===== src/rtl/alu_pkg.sv =====
// Shared ALU definitions for the RV32I execute stage.
// The decoder imports these so both sides agree on operation codes.
package alu_pkg;

   localparam int XLEN = 32;

   typedef logic [3:0] alu_op_t;

   localparam alu_op_t ALU_ADD  = 4'd0;
   localparam alu_op_t ALU_SUB  = 4'd1;
   localparam alu_op_t ALU_AND  = 4'd2;
   localparam alu_op_t ALU_OR   = 4'd3;
   localparam alu_op_t ALU_XOR  = 4'd4;
   localparam alu_op_t ALU_SLL  = 4'd5;
   localparam alu_op_t ALU_SRL  = 4'd6;
   localparam alu_op_t ALU_SRA  = 4'd7;
   localparam alu_op_t ALU_SLT  = 4'd8;
   localparam alu_op_t ALU_SLTU = 4'd9;

   function automatic logic [XLEN-1:0] bit_rev(input logic [XLEN-1:0] x);
      logic [XLEN-1:0] r;
      r = '0;
      for (int i = 0; i < XLEN; i++) begin
         r[i] = x[XLEN-1-i];
      end
      return r;
   endfunction

endpackage


===== src/rtl/alu_shifter.sv =====
// Combinational 5-stage barrel shifter shared by SLL, SRL and SRA.
// Left shifts reuse the right-shift network by reversing bits around it.
module alu_shifter
   import alu_pkg::*;
(
   input  logic [XLEN-1:0] data,
   input  logic [4:0]      shamt,
   input  logic            dir,
   input  logic            arith,
   output logic [XLEN-1:0] result
);

   logic            fill;
   logic [XLEN-1:0] s0;
   logic [XLEN-1:0] s1;
   logic [XLEN-1:0] s2;
   logic [XLEN-1:0] s3;
   logic [XLEN-1:0] s4;
   logic [XLEN-1:0] s5;

   always_comb begin
      fill = arith & dir & data[XLEN-1];
      s0   = dir ? data : bit_rev(data);
      s1   = shamt[0] ? {fill, s0[XLEN-1:1]} : s0;
      s2   = shamt[1] ? {{2{fill}}, s1[XLEN-1:2]} : s1;
      s3   = shamt[2] ? {{4{fill}}, s2[XLEN-1:4]} : s2;
      s4   = shamt[3] ? {{8{fill}}, s3[XLEN-1:8]} : s3;
      s5   = shamt[4] ? {{16{fill}}, s4[XLEN-1:16]} : s4;
      result = dir ? s5 : bit_rev(s5);
   end

endmodule


===== src/rtl/alu.sv =====
// RV32I register-register ALU with registered result and zero flag.
// One-cycle latency, a new operation accepted every clock.
module alu
   import alu_pkg::*;
(
   input  logic            clk,
   input  logic            rst,
   input  logic [XLEN-1:0] rs1,
   input  logic [XLEN-1:0] rs2,
   input  alu_op_t         ALUcontrol,
   output logic [XLEN-1:0] ALUresult,
   output logic            Zflag
);

   logic            is_sub;
   logic [XLEN-1:0] addsub;
   logic            lt_s;
   logic            lt_u;
   logic            sh_dir;
   logic            sh_arith;
   logic [XLEN-1:0] sh_res;
   logic [XLEN-1:0] result_d;
   logic            zflag_d;
   logic [XLEN-1:0] result_q;
   logic            zflag_q;

   assign is_sub   = (ALUcontrol == ALU_SUB);
   assign addsub   = rs1 + (is_sub ? ~rs2 : rs2) + {{(XLEN-1){1'b0}}, is_sub};
   assign lt_s     = $signed(rs1) < $signed(rs2);
   assign lt_u     = rs1 < rs2;
   assign sh_dir   = (ALUcontrol != ALU_SLL);
   assign sh_arith = (ALUcontrol == ALU_SRA);

   alu_shifter u_shifter (
      .data   (rs1),
      .shamt  (rs2[4:0]),
      .dir    (sh_dir),
      .arith  (sh_arith),
      .result (sh_res)
   );

   always_comb begin
      result_d = '0;
      case (ALUcontrol)
         ALU_ADD,
         ALU_SUB:  result_d = addsub;
         ALU_AND:  result_d = rs1 & rs2;
         ALU_OR:   result_d = rs1 | rs2;
         ALU_XOR:  result_d = rs1 ^ rs2;
         ALU_SLL,
         ALU_SRL,
         ALU_SRA:  result_d = sh_res;
         ALU_SLT:  result_d = {{(XLEN-1){1'b0}}, lt_s};
         ALU_SLTU: result_d = {{(XLEN-1){1'b0}}, lt_u};
         default:  result_d = '0;
      endcase
      zflag_d = (result_d == '0);
   end

   always_ff @(posedge clk) begin
      if (rst) begin
         result_q <= '0;
         zflag_q  <= 1'b1;
      end else begin
         result_q <= result_d;
         zflag_q  <= zflag_d;
      end
   end

   assign ALUresult = result_q;
   assign Zflag     = zflag_q;

endmodule


===== config.mk =====
export PLATFORM = sky130hd
export DESIGN_NAME = alu
export DESIGN_NICKNAME = d
export VERILOG_FILES = /design/src/rtl/alu_pkg.sv /design/src/rtl/alu_shifter.sv /design/src/rtl/alu.sv
export SDC_FILE = /design/constraint.sdc
export NUM_CORES = 1
export LEC_CHECK = 0
export CAP_MARGIN = 20
export CORE_AREA = 3 3 144 146
export CTS_BUF_LIST = sky130_fd_sc_hd__clkbuf_8
export DETAILED_ROUTE_END_ITERATION = 10
export DIE_AREA = 0 0 147 149
export GPL_TIMING_DRIVEN = 1
export PLACE_DENSITY = 0.72
export SLEW_MARGIN = 15
export SYNTH_ARGS = -nofsm -noshare
export SYNTH_HDL_FRONTEND = slang
export SYNTH_SLANG_ARGS = --single-unit

===== constraint.sdc =====
create_clock -name clk -period 11 [get_ports clk]
set_input_delay 2.2 -clock clk [delete_from_list [all_inputs] [get_ports clk]]
set_output_delay 2.2 -clock clk [all_outputs]
set_load 0.01 [all_outputs]

==> flow_metrics.py, run 1 <==
metrics = {
    "sta": {
        "finalHoldViolCount": 0,
        "fmax_ghz": 0.1297,
        "maxSlewViolCount": 0,
        "post-route-min-period_ns": 7.708,
        "timing.final.crit_share_pct": 70.08,
        "slew_headroom_pct": 22.77,
        "setup_violations": 0,
        "setup-tns-final_ns": 0,
        "tightest_slew_ns": 1.142,
        "rsz0062_at_grt": "false",
    },
    "global_route": {
        "grt_pass1_vias": 9558,
        "grt.busiest_layer": "met2",
        "use_met3_pct": 7.384,
        "grt_max_degree": 52,
        "grt_pass1_wl_um": 58660,
        "track_usage_pct": 34.30,
        "use_met1_pct": 44.94,
        "antenna_found_initial": 1,
        "grt_overflow": 0,
        "grtUsageMet2_pct": 52.43,
    },
    "finish": {
        "drive_gt1_share_pct": 5.639,
        "syn2layout_area_growth_pct": 15.31,
        "nets": 1459,
        "final_common_cell": "ha_1",
        "final_cell_area_sq_um": 10040,
        "post-route-util_pct": 51.41,
        "final_cell_mix": "ha_1 (130), nor2_1 (112), nand2_1 (100)",
    },
    "synthesis": {
        "synth-edff-count": 0,
        "yosys.area.top_type": "ha_1",
        "synth.top_cell.area_share_pct": 18.68,
        "avgSynthCellArea_sq_um": 7.231,
        "synth_area_sq_um": 8706,
        "synthFlopType": "dfxtp_1",
        "async_reset_ff_share_pct": 0,
        "ys_seq_elements": 33,
        "yosysWarningCount": 0,
        "syn_nets": 1405,
        "syn-instance-count": 1204,
        "netlist_top_cells_area": "ha_1 (19%), dfxtp_1 (7.6%), nor2_1 (4.8%)",
        "yosysSeqAreaShare_pct": 7.588,
        "ys_types": 83,
    },
    "power_and_ir_drop": {
        "p_clk_share_pct": 15.4,
        "ir_worst_vdd_mv": 0.05101,
        "p_leak_nw": 4.191,
        "p_per_area_nw_per_um2": 73.24,
        "p_sw_mw": 0.3513,
        "combinationalPowerShare_pct": 66.8,
        "p_sw_share_pct": 47.79,
        "pwr-share-seq_pct": 17.8,
        "power.internal_mw": 0.3838,
    },
    "clock_network": {
        "cts_resized": 0,
        "cts_made_buffers": 5,
        "htreeDepth": 2,
        "ctsHoldBuffers": 0,
        "post-cts-setup-buffer-count": 0,
        "clkSinkCount": 33,
        "clk_pin_slew_ns": 0.06,
        "clk_path_buf_depth": 2,
        "cts.root.buffer_cell": "clkbuf_8",
        "cts_tree": "built",
    },
    "routing": {
        "drt_first_pass_iters": 9,
        "drc": 0,
        "via_per_inst": 6.824,
        "ant_nets": 0,
        "routedWlPerCell_um": 25.58,
        "drt_iter0_markers": 1476,
        "finalWirelength_um": 39020,
        "num_vias": 10407,
    },
    "floorplanning": {
        "die_w_um": 147,
        "fp.dieH_um": 149,
        "num_rows": 51,
        "initial_core_util_pct": 44.59,
        "core_sq_um": 19530,
        "ios": 103,
        "die_area_sq_um": 21900,
    },
    "outcome": {
        "status": "finished, final reports clean",
    },
    "worst_setup_path": {
        "path_common_cell": "nor2_1",
        "cp_max_fo": 31,
        "end_kind": "flop",
        "cp.required_ns": 11.23,
        "worst_setup_path_start_kind": "input pin",
        "crit_chain": "clkdlybuf4s50_1 > nor2_1 > and2_2 > xnor2_1 > ha_1 > a21oi_1 > o211ai_1 > a221oi_1 > inv_1 > o21bai_1 > nor2_1 > o21ai_0 > o311ai_0 > or3_1 > or4_1 > nor4_1 > a31o_1",
        "worstSetupPathType": "in -> reg",
        "slowest_stage": "and2_2",
        "max_stage_delay_ns": 0.85,
        "arrival_ns": 7.93,
    },
    "place": {
        "place_congestion": 1.119,
        "hpwlAfterDp_um": 30660,
        "placed_area_sq_um": 9917,
        "port_buffers": 102,
    },
    "job": {
        "cap_viol_max_count": 0,
    },
    "worst_hold_path": {
        "min_path_cells": 2,
        "worstHoldStart": "rst",
        "min_to": "ALUresult[31]",
        "hp-class": "in -> reg",
    },
}
## cell families after synthesis
| logic type | share of synthesized area [%] |
|---|---|
| buffers and inverters | 7.632 |
| XOR/XNOR | 5.231 |
| flip-flops | 7.588 |
| AND/OR/NAND/NOR | 19.63 |
| AO/OA/AOI/OAI | 30.57 |
| multiplexers | 10.43 |
| adder cells (fa/ha/maj) | 18.91 |
## layer usage
layer	vias to the layer above	part of all wire, %
met4	0	7.6
met3	209	13
met1	4753	38
met5	-	0
li1	4601	-
met2	844	41
## sequential cells by signal, indices dropped and copies added (netlist names)
register and cells:
Zflag 1, ALUresult 32
## cell type report
type	count	area (sq um)
antenna	1	2.502
clock buffer	6	82.58
clock inverter	2	33.78
fill	1951	9488
inverter	91	341.6
multi-input combinational	1001	7400
sequential	33	660.6
tap	265	331.6
timing repair buffer	126	1186
## synthesized netlist by cell type, drive strengths merged (7+ instances only)
cell type and instances:
nand4 11, and3 10, o21bai 12, o21a 9, o221ai 10, mux4 16, a221oi 25, nor3 27
a211oi 17, nand2 100, nand2b 8, o211ai 21, a22oi 21, ha 130, mux2i 39, o21ai 72
xnor2 45, xor2 7, mux2 14, clkbuf 54, a21oi 78, o31ai 11, nand3 35, a31oi 15
inv 90, a21o 8, buf 25, nor2b 19, a32oi 9, nor4 11, dfxtp 33, nor2 112
o311ai 7, o22ai 15
## worst max-delay path: cells and delay by family
family / cells / cell delay (ns)
buf+inv: 2 / 0.86
compound gates: 7 / 1.84
simple gates: 6 / 2.45
xor+xnor: 1 / 0.14
fa+ha+maj: 1 / 0.42
## per-stage QoR
| step | power (mW) | setup slack (ns) | hold slack, ns | instances |
|---|---|---|---|---|
| 2_1_floorplan | 0.4241 | 4.574 | 2.272 | 1204 |
| 3_3_place_gp | 0.6020 | 3.355 | 2.936 | 1515 |
| 3_5_place_dp | 0.6013 | 3.170 | 2.934 | 1515 |
| 4_1_cts | 0.7157 | 3.434 | 2.895 | 1523 |
| 5_1_grt | 0.7693 | 2.902 | 2.427 | 1524 |
| 6_report | 0.7352 | 3.292 | 2.402 | 1525 |
## worst max-delay path by stage
| stage | from | end | depth (start not counted) |
|---|---|---|---|
| global placement | ALUcontrol[2] | Zflag | 17 |
| finish | ALUcontrol[2] | Zflag | 17 |
| global route | ALUcontrol[2] | Zflag | 17 |
| floorplan | ALUcontrol[2] | Zflag | 20 |
| detailed placement | ALUcontrol[2] | Zflag | 17 |
| CTS | ALUcontrol[2] | Zflag | 17 |
## power by group through the flow
stage / clock (mW) / combinational (mW) / sequential, mW
2_1_floorplan: 0 / 0.286 / 0.139
3_3_place_gp: 0 / 0.468 / 0.134
3_5_place_dp: 0 / 0.468 / 0.134
4_1_cts: 0.115 / 0.470 / 0.131
5_1_grt: 0.120 / 0.518 / 0.132
6_report: 0.113 / 0.491 / 0.131
Power figures use the tool's default switching activity.
==> run 2, diff against run 1 <==
==> constraint.sdc (replaced) <==
create_clock -name clk -period 7.4 [get_ports clk]
set_input_delay 1.48 -clock clk [delete_from_list [all_inputs] [get_ports clk]]
set_output_delay 1.48 -clock clk [all_outputs]
set_load 0.01 [all_outputs]
==> flow_metrics.py, run 2 (same netlist as run 1, synthesis figures left out) <==
metrics = {
    "finish": {
        "syn2layout_area_growth_pct": 16.20,
        "final_common_cell": "ha_1",
        "drive_gt1_share_pct": 6.530,
        "layout.cells.non_filler": 1536,
        "n_antenna_cell": 0,
        "nets": 1471,
        "largest_reg_flops": 32,
        "final_cell_mix": "ha_1 (130), nor2_1 (112), nand2_1 (100), clkdlybuf4s50_1 (100), inv_1 (88)",
    },
    "sta": {
        "tightest_slew_ns": 1.032,
        "setup-tns-final_ns": 0,
        "setup_violations": 0,
        "post-route-min-period_ns": 6.475,
        "timing.final.crit_share_pct": 87.51,
        "finalHoldViolCount": 0,
        "rsz0062_at_grt": "false",
        "slew_headroom_pct": 30.96,
        "fmax_ghz": 0.1544,
        "maxSlewViolCount": 0,
    },
    "place": {
        "place_congestion": 1.071,
        "hpwlAfterDp_um": 30210,
        "port_buffers": 102,
        "dp.cells": 1528,
    },
    "floorplanning": {
        "initial_core_util_pct": 44.59,
        "num_rows": 51,
        "die_area_sq_um": 21900,
        "die_w_um": 147,
        "fp.dieH_um": 149,
        "core_sq_um": 19530,
        "ios": 103,
    },
    "clock_network": {
        "post-cts-setup-buffer-count": 0,
        "clk_path_buf_depth": 2,
        "clk_pin_slew_ns": 0.06,
        "htreeDepth": 2,
        "cts_resized": 0,
        "cts.root.buffer_cell": "clkbuf_8",
        "clkSinkCount": 33,
        "cts_made_buffers": 5,
        "ctsHoldBuffers": 0,
        "cts_tree": "built",
    },
    "worst_setup_path": {
        "worstSetupPathType": "in -> reg",
        "end_kind": "flop",
        "cp.required_ns": 7.62,
        "arrival_ns": 6.70,
        "cp_max_fo": 19,
        "worst_setup_path_start_kind": "input pin",
    },
    "routing": {
        "ant_nets": 0,
        "finalWirelength_um": 38190,
        "via_per_inst": 6.819,
        "drc": 0,
        "drt_first_pass_iters": 7,
        "num_vias": 10474,
        "routedWlPerCell_um": 24.86,
        "drt_iter0_markers": 1889,
    },
    "global_route": {
        "grt_pass1_vias": 9482,
        "grt_overflow": 0,
        "grt_pass1_wl_um": 56960,
        "grt_max_degree": 34,
        "track_usage_pct": 33.04,
        "antenna_found_initial": 0,
    },
    "power_and_ir_drop": {
        "p_leak_nw": 4.241,
        "ir_worst_vdd_mv": 0.08037,
        "p_per_area_nw_per_um2": 105.4,
    },
    "worst_hold_path": {
        "hp-class": "in -> reg",
        "min_path_cells": 6,
    },
    "job": {
        "cap_viol_max_count": 0,
    },
    "outcome": {
        "status": "finished, final reports clean",
    },
}
-- run 2: cell count changes in the layout (fill, tap and decap cells not counted) --
cell	change
buf_4	+12
inv_1	-1
clkbuf_8	+1
bufinv_16	-1
clkinv_2	+1
buf_2	-1
diode_2	-1
clkdlybuf4s50_1	+1
-- run 2: worst paths after layout --
path     startpoint             to
max   ALUcontrol[2]          Zflag
min         rs2[28]  ALUresult[28]
-- run 2: cell type report --
class / instances / area, sq um
clock buffers: 7 / 96.34
flip-flops and latches: 33 / 660.6
fillers: 1972 / 9410
repair buffers: 138 / 1281
well taps: 265 / 331.6
clock inverters: 1 / 5.005
inverters: 91 / 341.6
multi-input cells: 1001 / 7400
-- run 2: worst max-delay path: stages --
cell and delay (ns):
clkdlybuf4s50_1 0.48, nor2_1 0.28, and2_2 0.49, buf_4 0.39, xnor2_1 0.18, ha_1 0.33, a211oi_1 0.28, nor2_1 0.08
a211o_1 0.29, a211oi_1 0.39, a21oi_1 0.17, nand3_1 0.12, o41ai_1 0.07, a2111oi_0 0.81, and3_1 0.28, nand3_1 0.08
nor4_1 0.30, a31o_1 0.18
-- run 2: through the flow --
step	area, sq um	util (%)	total power, mW	hold WS, ns	setup slack (ns)
floorplan	8706	-	0.6304	1.552	1.694
global placement	10010	51.29	0.8917	2.215	0.9805
detailed placement	10010	51.29	0.8941	2.217	0.8339
CTS	10120	51.81	1.040	2.225	1.116
global route	10120	51.81	1.119	2.260	0.6497
finish	10120	51.81	1.067	2.271	0.9245
-- run 2: power by group --
| part | switching (mW) | leakage (nW) | internal, mW |
|---|---|---|---|
| combinational | 0.454 | 3.92 | 0.276 |
| clock | 0.0580 | 0.0542 | 0.0838 |
| sequential | 0.00327 | 0.271 | 0.191 |
-- run 2: routing by layer --
layer  vias to the layer above  wire length [um]  track usage (%)
met5                         -                 0                0
met4                         0              3092            21.11
met3                       205              4922            7.748
met2                       870             15450            48.08
met1                      4791             14720            43.86
li1                       4608                 -                -
==> run 3, diff against run 2 <==
--- a/config.mk
+++ b/config.mk
@@ -6,10 +6,10 @@
 export NUM_CORES = 1
 export LEC_CHECK = 0
 export CAP_MARGIN = 20
-export CORE_AREA = 3 3 144 146
+export CORE_AREA = 2 2 143 145
 export CTS_BUF_LIST = sky130_fd_sc_hd__clkbuf_8
 export DETAILED_ROUTE_END_ITERATION = 10
-export DIE_AREA = 0 0 147 149
+export DIE_AREA = 0 0 145 147
 export GPL_TIMING_DRIVEN = 1
 export PLACE_DENSITY = 0.72
 export SLEW_MARGIN = 15
==> flow_metrics.py, run 3 (same netlist as run 1, synthesis figures left out) <==
metrics = {
    "finish": {
        "drive_gt1_share_pct": 6.082,
        "final_common_cell": "ha_1",
        "largest_reg_flops": 32,
        "final_cell_mix": "ha_1 (130), nor2_1 (112), nand2_1 (100), clkdlybuf4s50_1 (100), inv_1 (89)",
        "n_antenna_cell": 0,
        "final_cell_area_sq_um": 10080,
        "nets": 1467,
        "syn2layout_area_growth_pct": 15.75,
    },
    "routing": {
        "finalWirelength_um": 38790,
        "via_per_inst": 6.678,
        "num_vias": 10257,
        "drt_first_pass_iters": 6,
        "drt_iter0_markers": 1425,
        "drc": 0,
        "routedWlPerCell_um": 25.25,
        "ant_nets": 0,
    },
    "worst_setup_path": {
        "max_stage_delay_ns": 0.84,
        "cp.required_ns": 7.62,
        "cp_max_fo": 16,
        "cp_num_buf_inv": 2,
        "worstSetupPathType": "in -> reg",
        "slowest_stage": "a2111oi_0",
        "critPathTopFamily": "compound AO/OA/AOI/OAI gates",
        "arrival_ns": 6.82,
        "crit_chain": "clkdlybuf4s50_1 > nor2b_1 > and2_2 > buf_4 > xnor2_1 > ha_1 > a211oi_1 > nor2_1 > a211o_1 > a211oi_1 > a21oi_1 > nand3_1 > o41ai_1 > a2111oi_0 > and3_1 > nand3_1 > nor4_1 > a31o_1",
        "end_kind": "flop",
        "worst_setup_path_start_kind": "input pin",
    },
    "clock_network": {
        "post-cts-setup-buffer-count": 0,
        "clkSinkCount": 33,
        "htreeDepth": 2,
        "ctsHoldBuffers": 0,
        "cts_tree": "built",
        "cts_made_buffers": 5,
        "clk_pin_slew_ns": 0.06,
        "cts.root.buffer_cell": "clkbuf_8",
        "clk_path_buf_depth": 2,
        "cts_resized": 0,
    },
    "power_and_ir_drop": {
        "p_leak_nw": 4.214,
        "ir_worst_vdd_mv": 0.08187,
        "p_per_area_nw_per_um2": 104.8,
    },
    "floorplanning": {
        "ios": 103,
        "die_area_sq_um": 21320,
        "initial_core_util_pct": 43.87,
        "num_rows": 52,
        "die_w_um": 145,
        "core_sq_um": 19840,
        "fp.dieH_um": 147,
    },
    "sta": {
        "post-route-min-period_ns": 6.602,
        "timing.final.crit_share_pct": 89.21,
        "setup-tns-final_ns": 0,
        "setup_violations": 0,
        "fmax_ghz": 0.1515,
        "rsz0062_at_grt": "false",
        "slew_headroom_pct": 31.47,
        "finalHoldViolCount": 0,
        "maxSlewViolCount": 0,
        "tightest_slew_ns": 1.025,
    },
    "job": {
        "cap_viol_max_count": 0,
    },
    "place": {
        "port_buffers": 102,
        "hpwlAfterDp_um": 30960,
        "place_congestion": 1.014,
        "placed_area_sq_um": 9991,
    },
    "global_route": {
        "antenna_found_initial": 0,
        "grt_pass1_vias": 9464,
        "grt_overflow": 0,
        "track_usage_pct": 35.14,
        "grt_pass1_wl_um": 58070,
        "grt_max_degree": 51,
    },
    "outcome": {
        "status": "finished, final reports clean",
    },
    "worst_hold_path": {
        "hp-class": "in -> reg",
    },
}
==> run 3: final cells by class <==
type / instances / area (sq um)
Clock buffer: 6 / 82.58
Multi-Input combinational cell: 1001 / 7400
Sequential cell: 33 / 660.6
Fill cell: 2014 / 9767
Timing Repair Buffer: 134 / 1251
Inverter: 91 / 341.6
Tap cell: 270 / 337.8
Clock inverter: 1 / 3.754
==> run 3: tightest hold or removal path, delay by kind of cell <==
kind / cells / cell delay (ns)
buffers and inverters: 1 / 0.26
AND/OR/NAND/NOR: 1 / 0.05
AO/OA/AOI/OAI: 2 / 0.60
==> run 3: report_power, final <==
| part | leakage [nW] | internal, mW | switching, mW |
|---|---|---|---|
| Combinational | 3.89 | 0.276 | 0.460 |
| Clock | 0.0485 | 0.0721 | 0.0538 |
| Sequential | 0.271 | 0.191 | 0.00320 |
==> run 3: worst paths after layout <==
path	startpoint	to	cells after the start
min	rs2[0]	ALUresult[2]	4
max	ALUcontrol[0]	Zflag	18
==> run 3: stage by stage <==
step                      std cells  hold slack [ns]  setup WS [ns]  util [%]  total power, mW
after floorplan                1204            1.552          1.694         -           0.6304
after global placement         1529            2.215         0.8273     50.35           0.9042
after detailed placement       1529            2.216         0.7493     50.35           0.9031
after CTS                      1536            2.141          1.017     50.78            1.032
after global routing           1536            2.195         0.5757     50.78            1.110
final                          1536            2.179         0.7982     50.78            1.056
==> run 3: routing by layer <==
layer | routed length, um | vias to the layer above | share of wire (%) | GRT usage (%)
met4 | 2427 | 0 | 6.3 | 17.67
met3 | 4155 | 149 | 11 | 6.708
met5 | 0 | - | 0 | 0
met2 | 16440 | 710 | 42 | 54.71
li1 | - | 4601 | - | -
met1 | 15760 | 4797 | 41 | 46.58
